--- src/rtl/alu_mc_pkg.sv ---
// Shared definitions for the multi-cycle ALU: operation mnemonics and FSM states.
package definitions;

  typedef enum logic [3:0] {
    kADD   = 4'd0,
    kSUB   = 4'd1,
    kAND   = 4'd2,
    kOR    = 4'd3,
    kSLL   = 4'd4,
    kSRL   = 4'd5,
    kSLT   = 4'd6,
    kSLTU  = 4'd7,
    kTWCMP = 4'd8,
    kABS   = 4'd9,
    kSLLV  = 4'd10,
    kSRLV  = 4'd11,
    kMUL   = 4'd12,
    kDIVU  = 4'd13
  } ALUOp_mne;

  typedef enum logic [1:0] {
    IDLE = 2'd0,
    RUN  = 2'd1,
    DONE = 2'd2
  } alu_state_e;

  function automatic logic is_iter(input logic [3:0] op);
    return (op == kMUL) || (op == kDIVU);
  endfunction

endpackage

--- src/rtl/alu_mc_muldiv_iter.sv ---
// W-step unsigned shift-add multiplier / restoring divider with step counter.
module alu_muldiv_iter #(
  parameter int W = 8
) (
  input  logic         clk,
  input  logic         rst,
  input  logic         load,
  input  logic         step,
  input  logic         is_div,
  input  logic [W-1:0] a,
  input  logic [W-1:0] b,
  output logic         last,
  output logic [W-1:0] step_lo,
  output logic [W-1:0] step_hi,
  output logic         step_ov
);
  localparam int CW = $clog2(W);

  logic [W:0]    acc_q, acc_d;
  logic [W-1:0]  mq_q, mq_d;
  logic [W-1:0]  opnd_q, opnd_d;
  logic          div_q, div_d;
  logic [CW-1:0] cnt_q, cnt_d;
  logic [W:0]    sum, shifted, diff;

  // acc holds the running high half (MUL) or partial remainder (DIVU);
  // mq holds the multiplier being consumed or the dividend/quotient shift register.
  always_comb begin
    acc_d   = acc_q;
    mq_d    = mq_q;
    opnd_d  = opnd_q;
    div_d   = div_q;
    cnt_d   = cnt_q;
    sum     = acc_q + (mq_q[0] ? {1'b0, opnd_q} : '0);
    shifted = {acc_q[W-1:0], mq_q[W-1]};
    diff    = shifted - {1'b0, opnd_q};
    if (load) begin
      acc_d  = '0;
      mq_d   = a;
      opnd_d = b;
      div_d  = is_div;
      cnt_d  = CW'(W - 1);
    end else if (step) begin
      cnt_d = cnt_q - CW'(1);
      if (div_q) begin
        if (!diff[W]) begin
          acc_d = diff;
          mq_d  = {mq_q[W-2:0], 1'b1};
        end else begin
          acc_d = shifted;
          mq_d  = {mq_q[W-2:0], 1'b0};
        end
      end else begin
        acc_d = {1'b0, sum[W:1]};
        mq_d  = {sum[0], mq_q[W-1:1]};
      end
    end
  end

  always_ff @(posedge clk) begin
    if (rst) begin
      acc_q  <= '0;
      mq_q   <= '0;
      opnd_q <= '0;
      div_q  <= 1'b0;
      cnt_q  <= '0;
    end else begin
      acc_q  <= acc_d;
      mq_q   <= mq_d;
      opnd_q <= opnd_d;
      div_q  <= div_d;
      cnt_q  <= cnt_d;
    end
  end

  // Outputs reflect the state after the current step so the final step can be captured directly.
  assign last    = (cnt_q == '0);
  assign step_lo = mq_d;
  assign step_hi = acc_d[W-1:0];
  assign step_ov = div_q ? (opnd_q == '0) : (acc_d[W-1:0] != '0);

endmodule

--- src/rtl/alu_mc.sv ---
// Multi-cycle ALU: single-cycle op set plus iterative MUL/DIVU behind a Start/Busy/Done handshake.
module alu_mc
  import definitions::*;
#(
  parameter int W = 8
) (
  input  logic         CLK,
  input  logic         Reset,
  input  logic         Start,
  input  logic [3:0]   ALUOp,
  input  logic [W-1:0] SrcA,
  input  logic [W-1:0] SrcB,
  output logic         Busy,
  output logic         Done,
  output logic [W-1:0] Result,
  output logic [W-1:0] ResultHi,
  output logic         OvOut
);
  localparam int SW = $clog2(W);

  alu_state_e   state_q, state_d;
  logic [W-1:0] res_q, res_d, hi_q, hi_d;
  logic         ov_q, ov_d;
  logic         load, step;
  logic         it_last, it_ov;
  logic [W-1:0] it_lo, it_hi;

  logic [W-1:0] sc_res, sub_diff, neg_a;
  logic         sc_ov, a_min;
  logic [W:0]   add_sum;
  logic [SW-1:0] sh;

  alu_muldiv_iter #(.W(W)) u_iter (
    .clk     (CLK),
    .rst     (Reset),
    .load    (load),
    .step    (step),
    .is_div  (ALUOp == kDIVU),
    .a       (SrcA),
    .b       (SrcB),
    .last    (it_last),
    .step_lo (it_lo),
    .step_hi (it_hi),
    .step_ov (it_ov)
  );

  always_comb begin
    add_sum  = {1'b0, SrcA} + {1'b0, SrcB};
    sub_diff = SrcA - SrcB;
    neg_a    = ~SrcA + W'(1);
    a_min    = (SrcA == {1'b1, {(W-1){1'b0}}});
    sh       = SrcB[SW-1:0];
    sc_res   = '0;
    sc_ov    = 1'b0;
    case (ALUOp)
      kADD:   begin sc_res = add_sum[W-1:0]; sc_ov = add_sum[W]; end
      kSUB:   begin
        sc_res = sub_diff;
        sc_ov  = (SrcA[W-1] != SrcB[W-1]) && (sub_diff[W-1] != SrcA[W-1]);
      end
      kAND:   sc_res = SrcA & SrcB;
      kOR:    sc_res = SrcA | SrcB;
      kSLL:   begin sc_res = {SrcA[W-2:0], 1'b0}; sc_ov = SrcA[W-1]; end
      kSRL:   begin sc_res = {1'b0, SrcA[W-1:1]}; sc_ov = SrcA[0]; end
      kSLT:   sc_ov = $signed(SrcA) < $signed(SrcB);
      kSLTU:  sc_ov = SrcA < SrcB;
      kTWCMP: begin sc_res = neg_a; sc_ov = a_min; end
      // Negating the most-negative value wraps back to itself, giving Result = A.
      kABS:   begin sc_res = SrcA[W-1] ? neg_a : SrcA; sc_ov = a_min; end
      kSLLV:  sc_res = SrcA << sh;
      kSRLV:  sc_res = SrcA >> sh;
      default: begin sc_res = '0; sc_ov = 1'b0; end
    endcase
  end

  always_comb begin
    state_d = state_q;
    res_d   = res_q;
    hi_d    = hi_q;
    ov_d    = ov_q;
    load    = 1'b0;
    step    = 1'b0;
    case (state_q)
      IDLE, DONE: begin
        state_d = IDLE;
        if (Start) begin
          if (is_iter(ALUOp)) begin
            load    = 1'b1;
            state_d = RUN;
          end else begin
            state_d = DONE;
            res_d   = sc_res;
            hi_d    = '0;
            ov_d    = sc_ov;
          end
        end
      end
      RUN: begin
        step = 1'b1;
        if (it_last) begin
          state_d = DONE;
          res_d   = it_lo;
          hi_d    = it_hi;
          ov_d    = it_ov;
        end
      end
      default: state_d = IDLE;
    endcase
  end

  always_ff @(posedge CLK) begin
    if (Reset) begin
      state_q <= IDLE;
      res_q   <= '0;
      hi_q    <= '0;
      ov_q    <= 1'b0;
    end else begin
      state_q <= state_d;
      res_q   <= res_d;
      hi_q    <= hi_d;
      ov_q    <= ov_d;
    end
  end

  assign Busy     = (state_q == RUN);
  assign Done     = (state_q == DONE);
  assign Result   = res_q;
  assign ResultHi = hi_q;
  assign OvOut    = ov_q;

endmodule

--- config.mk ---
export PLATFORM = sky130hd
export DESIGN_NAME = alu_mc
export DESIGN_NICKNAME = d
export VERILOG_FILES = /design/src/rtl/alu_mc_pkg.sv /design/src/rtl/alu_mc_muldiv_iter.sv /design/src/rtl/alu_mc.sv
export SDC_FILE = /design/constraint.sdc
export NUM_CORES = 1
export LEC_CHECK = 0
export ABC_AREA = 1
export CORE_MARGIN = 1.5
export CORE_UTILIZATION = 45
export CTS_BUF_LIST = sky130_fd_sc_hd__clkbuf_2 sky130_fd_sc_hd__clkbuf_4 sky130_fd_sc_hd__clkbuf_8
export DETAILED_ROUTE_END_ITERATION = 6
export DONT_BUFFER_PORTS = 1
export GPL_ROUTABILITY_DRIVEN = 0
export GPL_TIMING_DRIVEN = 1
export SYNTH_ARGS = -nofsm -noshare
export SYNTH_HDL_FRONTEND = slang
export SYNTH_SLANG_ARGS = --single-unit
export TNS_END_PERCENT = 5
--- constraint.sdc ---
create_clock -name CLK -period 3.8 [get_ports CLK]
set_clock_uncertainty 0.15 [all_clocks]
set_input_delay 0.76 -clock CLK [delete_from_list [all_inputs] [get_ports CLK]]
set_output_delay 0.76 -clock CLK [all_outputs]
set_load 0.02 [all_outputs]
## Word level (Yosys, flattened, before mapping)

Index checks and enable logic that the tools add are counted.

- Flip-flop bits (word level): 48
- Output and inout port bits: 19
- Logic and storage cells: 92
- Input bits: 23

- Bitwise gates (word level): 3
- Shift operators: 2
- Muxes and demuxes: 35
- Add/sub/neg operators: 6
- Equality and inequality tests: 21
- Reductions and logical operators: 13
- $lt $le $gt $ge: 2

Operators by type and width:

| operator | count |
|---|---|
| $mux 8 | 13 |
| $pmux 8 s10 | 1 |
| $pmux 8 s2 | 2 |
| $eq 4x4->1 const B | 6 |
| $mux 9 | 2 |
| $eq 4x3->1 const B | 4 |
| $lt 8x8->1 | 2 |
| $add 8x8->9 | 1 |
| $add 9x8->9 | 1 |
| $mux 1 | 9 |
| $sub 9x8->9 | 1 |
| $add 8x1->8 const B | 1 |
| $and 8x8->8 | 1 |
| $eq 4x2->1 const B | 2 |
| $eq 8x8->1 const B | 1 |
| $logic_not 8->1 | 1 |
| $not 8->8 | 1 |
| $or 8x8->8 | 1 |
| $reduce_bool 8->1 | 1 |
| $shl 8x3->8 | 1 |
| $shr 8x3->8 | 1 |
| $sub 8x8->8 | 1 |
| $pmux 1 s7 | 1 |
| $mux 2 | 3 |
| other kinds (18) | 24 |

## Logic depth before layout (Yosys ltp)

Gate-level depths: netlist (run 1).

- Depth in word-level cells: 10
- Gate-level depth with buffers: 24
- Gate-level depth less buffers: 24

## Hierarchy

From an unflattened synthesis (run 1), not the netlist that was laid out.

- Cell total of the unflattened synthesis: 887
- Area, all modules: 5215.0 sq um

By module, submodules not included:

| module | times used | area an instance (sq um) | seq. area each (sq um) | cells an instance |
|---|---|---|---|---|
| alu_mc | 1 | 2894.0 | 380.4 | 521 |
| alu_muldiv_iter | 1 | 2321.0 | 580.6 | 366 |

## Worst setup path before layout (run 1)

OpenSTA, ideal clock, no wires.

- Path type: register to register
- Start point: reg u_iter.opnd_q[0]
- End point: reg ov_q (netlist: OvOut)
- Buffers on the path: 0
- Arrival: 2784 ps
- Path slack: 749 ps
- Period minus slack after synthesis: 3051 ps
- Stages on the path, launching flop included: 24
- Setup time: 116 ps
- Data required time: 3534 ps
- Cell sequence: dfxtp_1 > ha_1 > inv_1 > fa_1 > nand3_1 > nand3_1 > a21oi_1 > o21bai_1 > ha_1 > nand2_2 > inv_1 > nand2_1 > o211ai_1 > o21ai_0 > nor2_1 > nand3_1 > nor2_1 > nand3_1 > nand2_1 > nand2_1 > nand2_1 > nand2_1 > nand2_1 > nand2_1

- Word-level cells in the longest chain between the ends: 9
- Elaborated cells on any way between the ends: 12
- Classes of those cells: 2 x add/sub; 8 x mux; 2 x reduce/logical

Ends and longest elaborated chain:

| what | RTL line | RTL |
|---|---|---|
| start, declared | alu_mc_muldiv_iter.sv:21 | `logic [W-1:0] opnd_q, opnd_d;` |
| start signal, assigned | alu_mc_muldiv_iter.sv:70 | `opnd_q <= opnd_d;` |
| $mux 8 / $sub 9x8->9 (equally long branches) | alu_mc_muldiv_iter.sv:34, alu_mc_muldiv_iter.sv:36 |  |
| $add 9x8->9 / $mux 9 (equally long branches) | alu_mc_muldiv_iter.sv:34, alu_mc_muldiv_iter.sv:46 |  |
| $mux 9 | alu_mc_muldiv_iter.sv:45 | `if (div_q) begin` |
| $mux 8 | alu_mc_muldiv_iter.sv:43 | `end else if (step) begin` |
| $mux 8 | alu_mc_muldiv_iter.sv:37 | `if (load) begin` |
| $reduce_bool 8->1 | alu_mc_muldiv_iter.sv:80 | `assign step_ov = div_q ? (opnd_q == '0) : (acc_d[W-1:0] != '0);` |
| $mux 1 (*) | alu_mc_muldiv_iter.sv:80 |  |
| $mux 1 (*) | alu_mc.sv:100 | `if (it_last) begin` |
| $pmux 1 s2 (*) | alu_mc.sv:83 | `case (state_q)` |
| end signal, assigned | alu_mc.sv:121 | `ov_q <= ov_d;` |
| end, declared | alu_mc.sv:23 | `logic ov_q, ov_d;` |

Mark *: on every way between the ends. The rest lies on a longest branch, timed or not. The select of a mux whose other input is x is not followed.
A chain may end at the register's enable or synchronous reset.

## Final worst setup path (run 1)

- Start point: reg u_iter.mq_q[7]
- End point: reg ov_q (netlist: OvOut)

- Word-level cells in the longest chain between the ends: 9

Ends and longest elaborated chain:

| what | RTL line | RTL |
|---|---|---|
| start, declared | alu_mc_muldiv_iter.sv:20 | `logic [W-1:0] mq_q, mq_d;` |
| start signal, assigned | alu_mc_muldiv_iter.sv:69 | `mq_q <= mq_d;` |
| $sub 9x8->9 | alu_mc_muldiv_iter.sv:36 | `diff = shifted - {1'b0, opnd_q};` |
| $mux 9 (*) | alu_mc_muldiv_iter.sv:46 | `if (!diff[W]) begin` |
| $mux 9 (*) | alu_mc_muldiv_iter.sv:45 |  |
| $mux 8 (*) | alu_mc_muldiv_iter.sv:43 |  |
| $mux 8 (*) | alu_mc_muldiv_iter.sv:37 |  |
| $reduce_bool 8->1 (*) | alu_mc_muldiv_iter.sv:80 |  |
| $mux 1 (*) | alu_mc_muldiv_iter.sv:80 |  |
| $mux 1 (*) | alu_mc.sv:100 |  |
| $pmux 1 s2 (*) | alu_mc.sv:83 |  |

Marked as above.

==> results of run 1 <==
==> cell usage after synthesis (all sizes together) (5+ instances only) <==
cell	count	area share (%)
nor3	8	0.83
o211ai	5	0.78
nor2	70	5.7
xor2	7	1.3
nand2	202	16
nand4	9	1.5
o21ai	76	7.9
buf	8	0.99
clkbuf	14	1.1
o22ai	8	1.0
dfxtp	48	20
inv	116	9.0
clkinv	6	0.47
nand3	53	5.5
a21oi	66	6.9
ha	46	12
a32o	8	1.7
==> registers in the layout, summed over array words and instances, names as in the netlist <==
signal,cells
u_iter.acc_q,9
ResultHi,8
Result,8
u_iter.mq_q,8
u_iter.opnd_q,8
u_iter.cnt_q,3
state_q,2
OvOut,1
u_iter.div_q,1
==> tightest hold or removal path, stage by stage (launching register included) <==
cell	delay, ns
dfxtp_1	0.32
nand2_1	0.06
a21oi_1	0.05
==> cells in the final DEF (no fill, tap or decap), types with 9 or more instances in the layout <==
cell	count
nand2_1	201
inv_1	107
o21ai_0	75
nor2_1	67
a21oi_1	66
nand3_1	53
dfxtp_1	48
ha_1	45
inv_2	9
==> cell type report <==
cell class / instances / area share (%)
multi-input combinational: 598 / 65.38
sequential: 48 / 18.95
inverter: 122 / 9.033
tap: 136 / 3.356
clock buffer: 6 / 1.629
timing repair buffer: 6 / 0.8885
clock inverter: 2 / 0.7651
==> stage by stage <==
stage / utilization [%] / instances
after floorplan: - / 790
after global placement: 47.60 / 910
after detailed placement: 47.60 / 910
after CTS: 48.77 / 918
after global routing: 48.89 / 918
final: 48.89 / 918
==> logic make-up (layout without fill, tap and decap cells) <==
kind of cell    Yosys count  in the layout  synth area share, %
flops                    48             48                19.93
compound gates          189            189                22.50
xor+xnor                 10             10                1.817
fa+ha+maj                50             50                13.60
buf+inv                 144            136                11.58
simple gates            349            349                30.57
==> timing repair <==
item                                    in CTS  in global routing
endpoints found under the setup margin       0                  1
endpoints found under the hold margin        0                  0
resized for setup                            0                  3
==> power breakdown <==
group	switching (mW)	total, mW	internal [mW]
Clock	0.190	0.406	0.216
Combinational	0.208	0.309	0.101
Sequential	0.0145	0.530	0.515
==> metal layers <==
| layer | wire [microns] | GRT usage (%) |
|---|---|---|
| met1 | 6826 | 36.25 |
| met2 | 7192 | 46.73 |
| met3 | 926 | 3.372 |
| met4 | 730 | 14.00 |
| met5 | 0 | 0 |
==> worst min-delay path by stage <==
stage | startpoint | to | slack (ns) | depth (start not counted)
floorplan | u_iter.cnt_q[0] | u_iter.cnt_q[0] | 0.29 | 2
global placement | u_iter.mq_q[6] | u_iter.mq_q[6] | 0.30 | 2
detailed placement | u_iter.mq_q[6] | u_iter.mq_q[6] | 0.30 | 2
CTS | u_iter.mq_q[6] | u_iter.mq_q[6] | 0.32 | 2
global route | u_iter.cnt_q[0] | u_iter.cnt_q[0] | 0.33 | 2
finish | u_iter.mq_q[6] | u_iter.mq_q[6] | 0.32 | 2
==> flow_summary.json, run 1 <==
{
  "whs_ns": 0.3151,
  "maxCapViolations": 0,
  "yosys_most_used_dff": "dfxtp_1",
  "setup-tns-final_ns": 0,
  "yosys_warnings": 0,
  "cp_common_cell": "nand2_1",
  "clock-root-buffer": "clkbuf_8",
  "grt_overflow": 0,
  "cp_num_cells": 24,
  "clock_path_buffers": 2,
  "max_slew_margin_pct": 46.27,
  "rsz0062_at_grt": "false",
  "leakage_nw": 2.385,
  "hold_viol": 0,
  "cp_top_family": "simple AND/OR/NAND/NOR gates",
  "syn_area_sq_mm": 0.004821,
  "finalWirelength_mm": 15.68,
  "cts_setup_buffers": 0,
  "multi_input_area_sq_mm": 0.003314,
  "clock_sinks": 48,
  "finalCritPeriodShare_pct": 89.93,
  "seq_area_frac_synth_pct": 19.93,
  "ir_worst_vdd_mv": 0.1585,
  "netlist_instances": 790,
  "min-delay-path-class": "reg2reg",
  "rr_endpoint": "OvOut",
  "worstPathArrival_ns": 3.47,
  "grt_max_degree": 29,
  "grt_pass1_vias": 5131,
  "start_util_pct": 46.49,
  "ys_seq_elements": 48,
  "rrSetupSlack_ns": 0.38,
  "die-area_sq_mm": 0.01134,
  "layout_min_cycle_time_ns": 3.417,
  "status": "finished clean",
  "clkLatencyLatePin_ns": 0.31,
  "slowest_delay_ns": 0.48,
  "drv_slew": 0,
  "critPathSlowestCell": "fa_1",
  "drc_errors": 0,
  "synth_fp_nets": 863,
  "ctsHoldBuffers": 0,
  "cp_cell_sequence": "inv_1, ha_1, inv_1, fa_1, nand3_1, nand3_1, a21oi_1, o21bai_1, ha_4, nand2_2, inv_2, nand2_1, o211ai_1, o21ai_0, nor2_1, nand3_1, nor2_1, nand3_1, nand2_1, nand2_1, nand2_1, nand2_1, nand2_1, nand2_1",
  "antenna_cells": 0,
  "drive_gt1_share_pct": 3.964,
  "grt_usage_pct": 28.24,
  "vias": 5260,
  "wire_per_inst_microns": 17.08,
  "cp-end-kind": "flip-flop",
  "power.density_mw_per_mm2": 245.6,
  "max_freq_mhz": 292.6,
  "clkTransAtPathRegs_ns": 0.10,
  "endpoint": "OvOut",
  "reg2reg_from": "u_iter.mq_q[7]",
  "regArea_sq_um": 960.9,
  "numCtsBuffers": 5,
  "fin_total_pwr_mw": 1.245,
  "die_h_microns": 106.5,
  "crit_path_start": "u_iter.mq_q[7]",
  "postRouteAntennaNets": 0,
  "areaGrowthSynthToFinish_pct": 5.165,
  "async_flop_share_pct": 0,
  "r2r_cells": 24,
  "cp.required_ns": 3.85,
  "htreeDepth": 2,
  "avgSynthCellArea_sq_um": 6.102,
  "final_cell_area_sq_mm": 0.005070,
  "setup_viol_count_final": 0,
  "io_pins": 42,
  "detailedPlace.worstSlack_ns": 0.3472,
  "path_class": "reg2reg",
  "worstSetupStartpointType": "flip-flop",
  "drt_iter0_drc": 454,
  "dr.pass1.iters": 5,
  "rows": 37,
  "antenna_found_initial": 0,
  "fin_nets": 854,
  "worst_pin_slew_ns": 0.7959,
  "final.fill_count": 1126,
  "critPathBufInv": 3,
  "cts_tree": "built",
  "portBuffers": 0,
  "ys_types": 42,
  "path_max_fanout": 7,
  "dp_hpwl_mm": 12.25,
  "die_w_microns": 106.5,
  "viasPerCell": 5.730,
  "dpl_cell_area_sq_mm": 0.004936,
  "grt_pass1_wl_mm": 25.53,
  "core_area_sq_mm": 0.01037,
  "fin_ws_ns": 0.3828,
  "synth_edf_count": 0
}
Power figures use the tool's default switching activity.
==> run 2, diff against run 1 <==
Settings changed: CORE_MARGIN 1.5 to 2, CTS_BUF_LIST sky130_fd_sc_hd__clkbuf_2 sky130_fd_sc_hd__clkbuf_4 sky130_fd_sc_hd__clkbuf_8 to sky130_fd_sc_hd__clkbuf_8, CTS_CLUSTER_DIAMETER set to 30.
==> run 2 against run 1 <==
  * Cell count did not move
  * Register-to-register slack improved by 0.02 ns
  * Setup slack improved by 0.024 ns
  * Maximum frequency rose by 0.72%
  * Die area rose by 1.9%
  * Worst hold slack improved by 0.0038 ns
  * Via count rose by 0.74%
  * First-iteration DRC count rose by 20%
  * Utilization barely moved
  * Clock power fell by 4%
  * Sequential cell count did not move
  * Critical endpoint unchanged
  * Largest power group unchanged
==> flow_summary.json, run 2 (synthesized netlist as in run 1, its figures left out) <==
{
  "grt_max_degree": 29,
  "setup_viol_count_final": 0,
  "rr_endpoint": "OvOut",
  "cp_cell_sequence": "inv_1, ha_1, inv_1, fa_1, nand3_1, nand3_1, a21oi_1, o21bai_1, ha_4, nand2_2, inv_2, nand2_1, o211ai_1, o21ai_0, nor2_1, nand3_1, nor2_1, nand3_1, nand2_1, nand2_1, nand2_1, nand2_1, nand2_1, nand2_1",
  "wire_per_inst_microns": 16.84,
  "clock_sinks": 48,
  "power.density_mw_per_mm2": 242.3,
  "cts_tree": "built",
  "final.fill_count": 1075,
  "layout_min_cycle_time_ns": 3.393,
  "dr.pass1.iters": 5,
  "die_h_microns": 107.5,
  "hp-start": "u_iter.cnt_q[0]",
  "grt_pass1_vias": 4854,
  "cp-end-kind": "flip-flop",
  "layout_commonest_cell": "nand2_1",
  "fin_total_pwr_mw": 1.227,
  "hold_viol": 0,
  "cp.required_ns": 3.85,
  "holdPathStages": 2,
  "clock-root-buffer": "clkbuf_8",
  "path_max_fanout": 7,
  "multi_input_area_sq_mm": 0.003314,
  "rrSetupSlack_ns": 0.41,
  "drive_gt1_share_pct": 4.092,
  "antenna_found_initial": 0,
  "clkTransAtPathRegs_ns": 0.10,
  "maxCapViolations": 0,
  "fin_nets": 854,
  "ir_worst_vdd_mv": 0.1304,
  "max_slew_margin_pct": 48.33,
  "rsz0062_at_grt": "false",
  "viasPerCell": 5.772,
  "grt_pass1_wl_mm": 24.78,
  "top_register": "u_iter.acc_q",
  "postRouteAntennaNets": 0,
  "max_freq_mhz": 294.7,
  "numCtsBuffers": 5,
  "largest_register_ffs": 9,
  "drv_slew": 0,
  "clkLatencyLatePin_ns": 0.31,
  "cts_setup_buffers": 0,
  "worstSetupStartpointType": "flip-flop",
  "grt_usage_pct": 27.01,
  "reg2reg_from": "u_iter.mq_q[7]",
  "start_util_pct": 46.49,
  "rows": 37,
  "min-delay-path-class": "reg2reg",
  "antenna_cells": 0,
  "clock_path_buffers": 2,
  "slowest_delay_ns": 0.48,
  "portBuffers": 0,
  "drt_iter0_drc": 546,
  "r2r_cells": 24,
  "cp_top_family": "simple AND/OR/NAND/NOR gates",
  "cp_num_cells": 24,
  "die_w_microns": 107.5,
  "drc_errors": 0,
  "regArea_sq_um": 962.2,
  "htreeDepth": 2,
  "vias": 5299,
  "grt_overflow": 0,
  "finalWirelength_mm": 15.46,
  "core_area_sq_mm": 0.01037,
  "dp_hpwl_mm": 12.09,
  "cp_common_cell": "nand2_1",
  "areaGrowthSynthToFinish_pct": 5.061,
  "final_cell_mix": "nand2_1, inv_1, o21ai_0",
  "status": "finished clean",
  "worst_pin_slew_ns": 0.7703,
  "io_pins": 42,
  "finalCritPeriodShare_pct": 89.28,
  "leakage_nw": 2.379,
  "setup-tns-final_ns": 0,
  "path_class": "reg2reg",
  "worstPathArrival_ns": 3.44,
  "critPathBufInv": 3,
  "critPathSlowestCell": "fa_1",
  "die-area_sq_mm": 0.01156,
  "min_to": "u_iter.cnt_q[0]"
}
[run 2: metrics by stage]
stage	instance area, sq um	util (%)	hold WS (ns)	cells	setup WS, ns
after global routing	5065	48.84	0.3435	918	0.03601
after detailed placement	4936	47.60	0.3068	910	0.3322
after CTS	5051	48.71	0.3210	918	0.2986
final	5065	48.84	0.3189	918	0.4073
after floorplan	4821	-	0.2936	790	0.7493
after global placement	4936	47.60	0.2980	910	0.4561
[run 2: what timing repair did]
| item | 4_1_cts | 5_1_grt |
|---|---|---|
| endpoints found under the setup margin | 0 | 1 |
| gates resized for setup | 0 | 4 |
| hold buffers | 0 | 0 |
| endpoints found under the hold margin | 0 | 0 |
[run 2: worst max-delay path by stage]
| stage | startpoint | to | slack [ns] |
|---|---|---|---|
| after floorplan | u_iter.opnd_q[0] | OvOut | 0.75 |
| after global placement | u_iter.mq_q[7] | OvOut | 0.46 |
| after detailed placement | u_iter.opnd_q[0] | OvOut | 0.33 |
| after CTS | u_iter.opnd_q[0] | OvOut | 0.30 |
| after global routing | u_iter.mq_q[7] | OvOut | 0.04 |
| final | u_iter.mq_q[7] | OvOut | 0.41 |
[run 2: worst register-to-register path: cells and delay by family, from the launching register on]
kind / cells / cell delay, ns
AO/OA/AOI/OAI: 4 / 0.48
buffers and inverters: 3 / 0.28
flip-flops: 1 / 0.34
AND/OR/NAND/NOR: 14 / 1.09
adder cells (fa/ha/maj): 3 / 0.95
[run 2: per-layer routing]
layer | vias to the layer above | wire length (microns) | track usage, %
met2 | 205 | 7445 | 46.68
li1 | 2605 | - | -
met1 | 2462 | 6691 | 35.56
met3 | 27 | 975 | 3.087
met5 | - | 0 | 0
met4 | 0 | 348 | 7.143
[run 2: where the power goes]
| part | leakage, nW | switching [mW] | internal, mW |
|---|---|---|---|
| Clock | 0.0548 | 0.192 | 0.199 |
| Sequential | 0.389 | 0.0151 | 0.515 |
| Combinational | 1.94 | 0.206 | 0.101 |
| Total | 2.38 | 0.412 | 0.815 |
[run 2: cell type report]
class                   instances  area share [%]
multi-input cells             598           65.44
flip-flops and latches         48           19.00
inverters                     122           9.041
well taps                     136           3.360
clock buffers                   5           1.359
clock inverters                 3          0.9140
repair buffers                  6          0.8893
==> run 3, diff against run 2 <==
Settings changed: CTS_CLUSTER_DIAMETER 30 to unset, PLACE_DENSITY_LB_ADDON set to 0.25, SETUP_SLACK_MARGIN set to 0.5.
==> run 3 against run 2 <==
  * Setup slack gained 0.095 ns
  * Register-to-register slack improved by 0.095 ns
  * Utilization increased by 1.0 points
  * Maximum frequency up 2.9%
==> flow_summary.json, run 3 (synthesized netlist as in run 1, its figures left out) <==
{
  "status": "finished clean",
  "die_w_microns": 107.5,
  "viasPerCell": 5.812,
  "post-route-util_pct": 49.88,
  "max_slew_margin_pct": 49.94,
  "power.density_mw_per_mm2": 250.9,
  "vias": 5359,
  "setup-tns-final_ns": 0,
  "cp_cell_sequence": "inv_2, ha_4, inv_2, fa_2, nand3_2, nand3_2, a21oi_2, o21bai_1, ha_2, buf_6, a21oi_2, o21ai_1, nand3_1, nand2_1, nor2_1, nand3_1, nor2_1, nand3_1, nand2_1, nand2_1, nand2_1, nand2_1, nand2_1, nand2_1",
  "hold_viol": 0,
  "largest_register_ffs": 9,
  "maxCapViolations": 0,
  "worstPathArrival_ns": 3.35,
  "io_pins": 42,
  "slowest_delay_ns": 0.41,
  "layout_min_cycle_time_ns": 3.298,
  "drt_iter0_drc": 552,
  "cp.required_ns": 3.85,
  "finalWirelength_mm": 15.20,
  "gr-max-usage-layer": "met2",
  "cts_tree": "built",
  "areaGrowthSynthToFinish_pct": 7.293,
  "drive_gt1_share_pct": 6.489,
  "top_register": "u_iter.acc_q",
  "clock-root-buffer": "clkbuf_8",
  "portBuffers": 0,
  "grt_pass1_vias": 5093,
  "postRouteAntennaNets": 0,
  "placed_cells": 909,
  "antenna_cells": 0,
  "fin_nets": 859,
  "cp-end-kind": "flip-flop",
  "max_freq_mhz": 303.2,
  "core_area_sq_mm": 0.01037,
  "drc_errors": 0,
  "grt_pass1_wl_mm": 24.52,
  "path_max_fanout": 3,
  "ir_worst_vdd_mv": 0.1487,
  "htreeDepth": 2,
  "final.fill_count": 1089,
  "cp_common_cell": "nand2_1",
  "numCtsBuffers": 5,
  "min-delay-path-class": "reg2reg",
  "dr.pass1.iters": 6,
  "met2_usage_pct": 44.88,
  "detailedPlace.worstSlack_ns": 0.2885,
  "clkTransAtPathRegs_ns": 0.09,
  "rows": 37,
  "whs_ns": 0.3193,
  "dp_hpwl_mm": 11.64,
  "rrSetupSlack_ns": 0.50,
  "final_cell_mix": "nand2_1, inv_1, o21ai_0",
  "worst_pin_slew_ns": 0.7462,
  "clkLatencyLatePin_ns": 0.31,
  "rsz0062_at_grt": "true",
  "leakage_nw": 2.426,
  "cp_top_family": "simple AND/OR/NAND/NOR gates",
  "die_h_microns": 107.5,
  "setup_viol_count_final": 0,
  "use_met1_pct": 33.07,
  "antenna_found_initial": 0,
  "layout_commonest_cell": "nand2_1",
  "grt_usage_pct": 26.49,
  "critPathBufInv": 3,
  "final_cells": 922,
  "fin_ws_ns": 0.5023,
  "start_util_pct": 46.49,
  "critPathSlowestCell": "fa_2",
  "worstSetupStartpointType": "flip-flop",
  "finalCritPeriodShare_pct": 86.78,
  "grt_max_degree": 29,
  "die-area_sq_mm": 0.01156,
  "grt.met3_usage_pct": 4.479,
  "path_class": "reg2reg",
  "wire_per_inst_microns": 16.49,
  "clock_sinks": 48,
  "drv_slew": 0,
  "grt_overflow": 0,
  "clock_path_buffers": 2
}
run 3: cell types whose count changed in the layout (fill, tap and decap cells not counted), moves of 3 or more:
cell     previous run  this run
a21oi_1            66        63
a21oi_2             0         3
buf_4               6        10
ha_1               45        41
ha_2                0         3
inv_1             107       104
inv_2               9        12
run 3: metal layers:
metal | vias up | share of wire (%)
li1 | 2611 | -
met1 | 2436 | 43
met2 | 265 | 46
met3 | 47 | 7.2
met4 | 0 | 4.0
met5 | - | 0
run 3: final cells by class:
type	count	area (sq um)	area share, %
Timing Repair Buffer	11	86.33	1.669
Clock buffer	5	68.82	1.330
Inverter	122	457.9	8.853
Multi-Input combinational cell	598	3366	65.07
Clock inverter	2	60.06	1.161
Sequential cell	48	963.4	18.63
Tap cell	136	170.2	3.290
run 3: worst min-delay path: stages, from the launching register on:
cell and delay [ns]:
dfxtp_1 0.32, nand2_1 0.06, a21oi_1 0.06
run 3: power by group:
| group | internal, mW | switching [mW] |
|---|---|---|
| clock | 0.259 | 0.185 |
| sequential | 0.515 | 0.0159 |
| combinational | 0.111 | 0.211 |
run 3: worst paths after layout:
check,startpoint,endpoint,depth (start not counted)
setup / recovery,u_iter.mq_q[7],OvOut,24
hold / removal,u_iter.mq_q[6],u_iter.mq_q[6],2
setup reg to reg,u_iter.mq_q[7],OvOut,24
hold reg to reg,u_iter.mq_q[6],u_iter.mq_q[6],2
run 3: metrics by stage:
stage / total power, mW / instance area (sq um)
2_1_floorplan: 0.7731 / 4821
3_3_place_gp: 0.8282 / 4928
3_5_place_dp: 0.8328 / 4928
4_1_cts: 1.277 / 5085
5_1_grt: 1.361 / 5172
6_report: 1.298 / 5172
run 3: timing repair:
item / 4_1_cts / 5_1_grt
resized for setup: 4 / 19
buffers inserted: 3 / 3
hold buffers: 0 / 0
hold endpoints to repair: 0 / 0
setup endpoints to repair: 1 / 1
pin swaps: 2 / 11
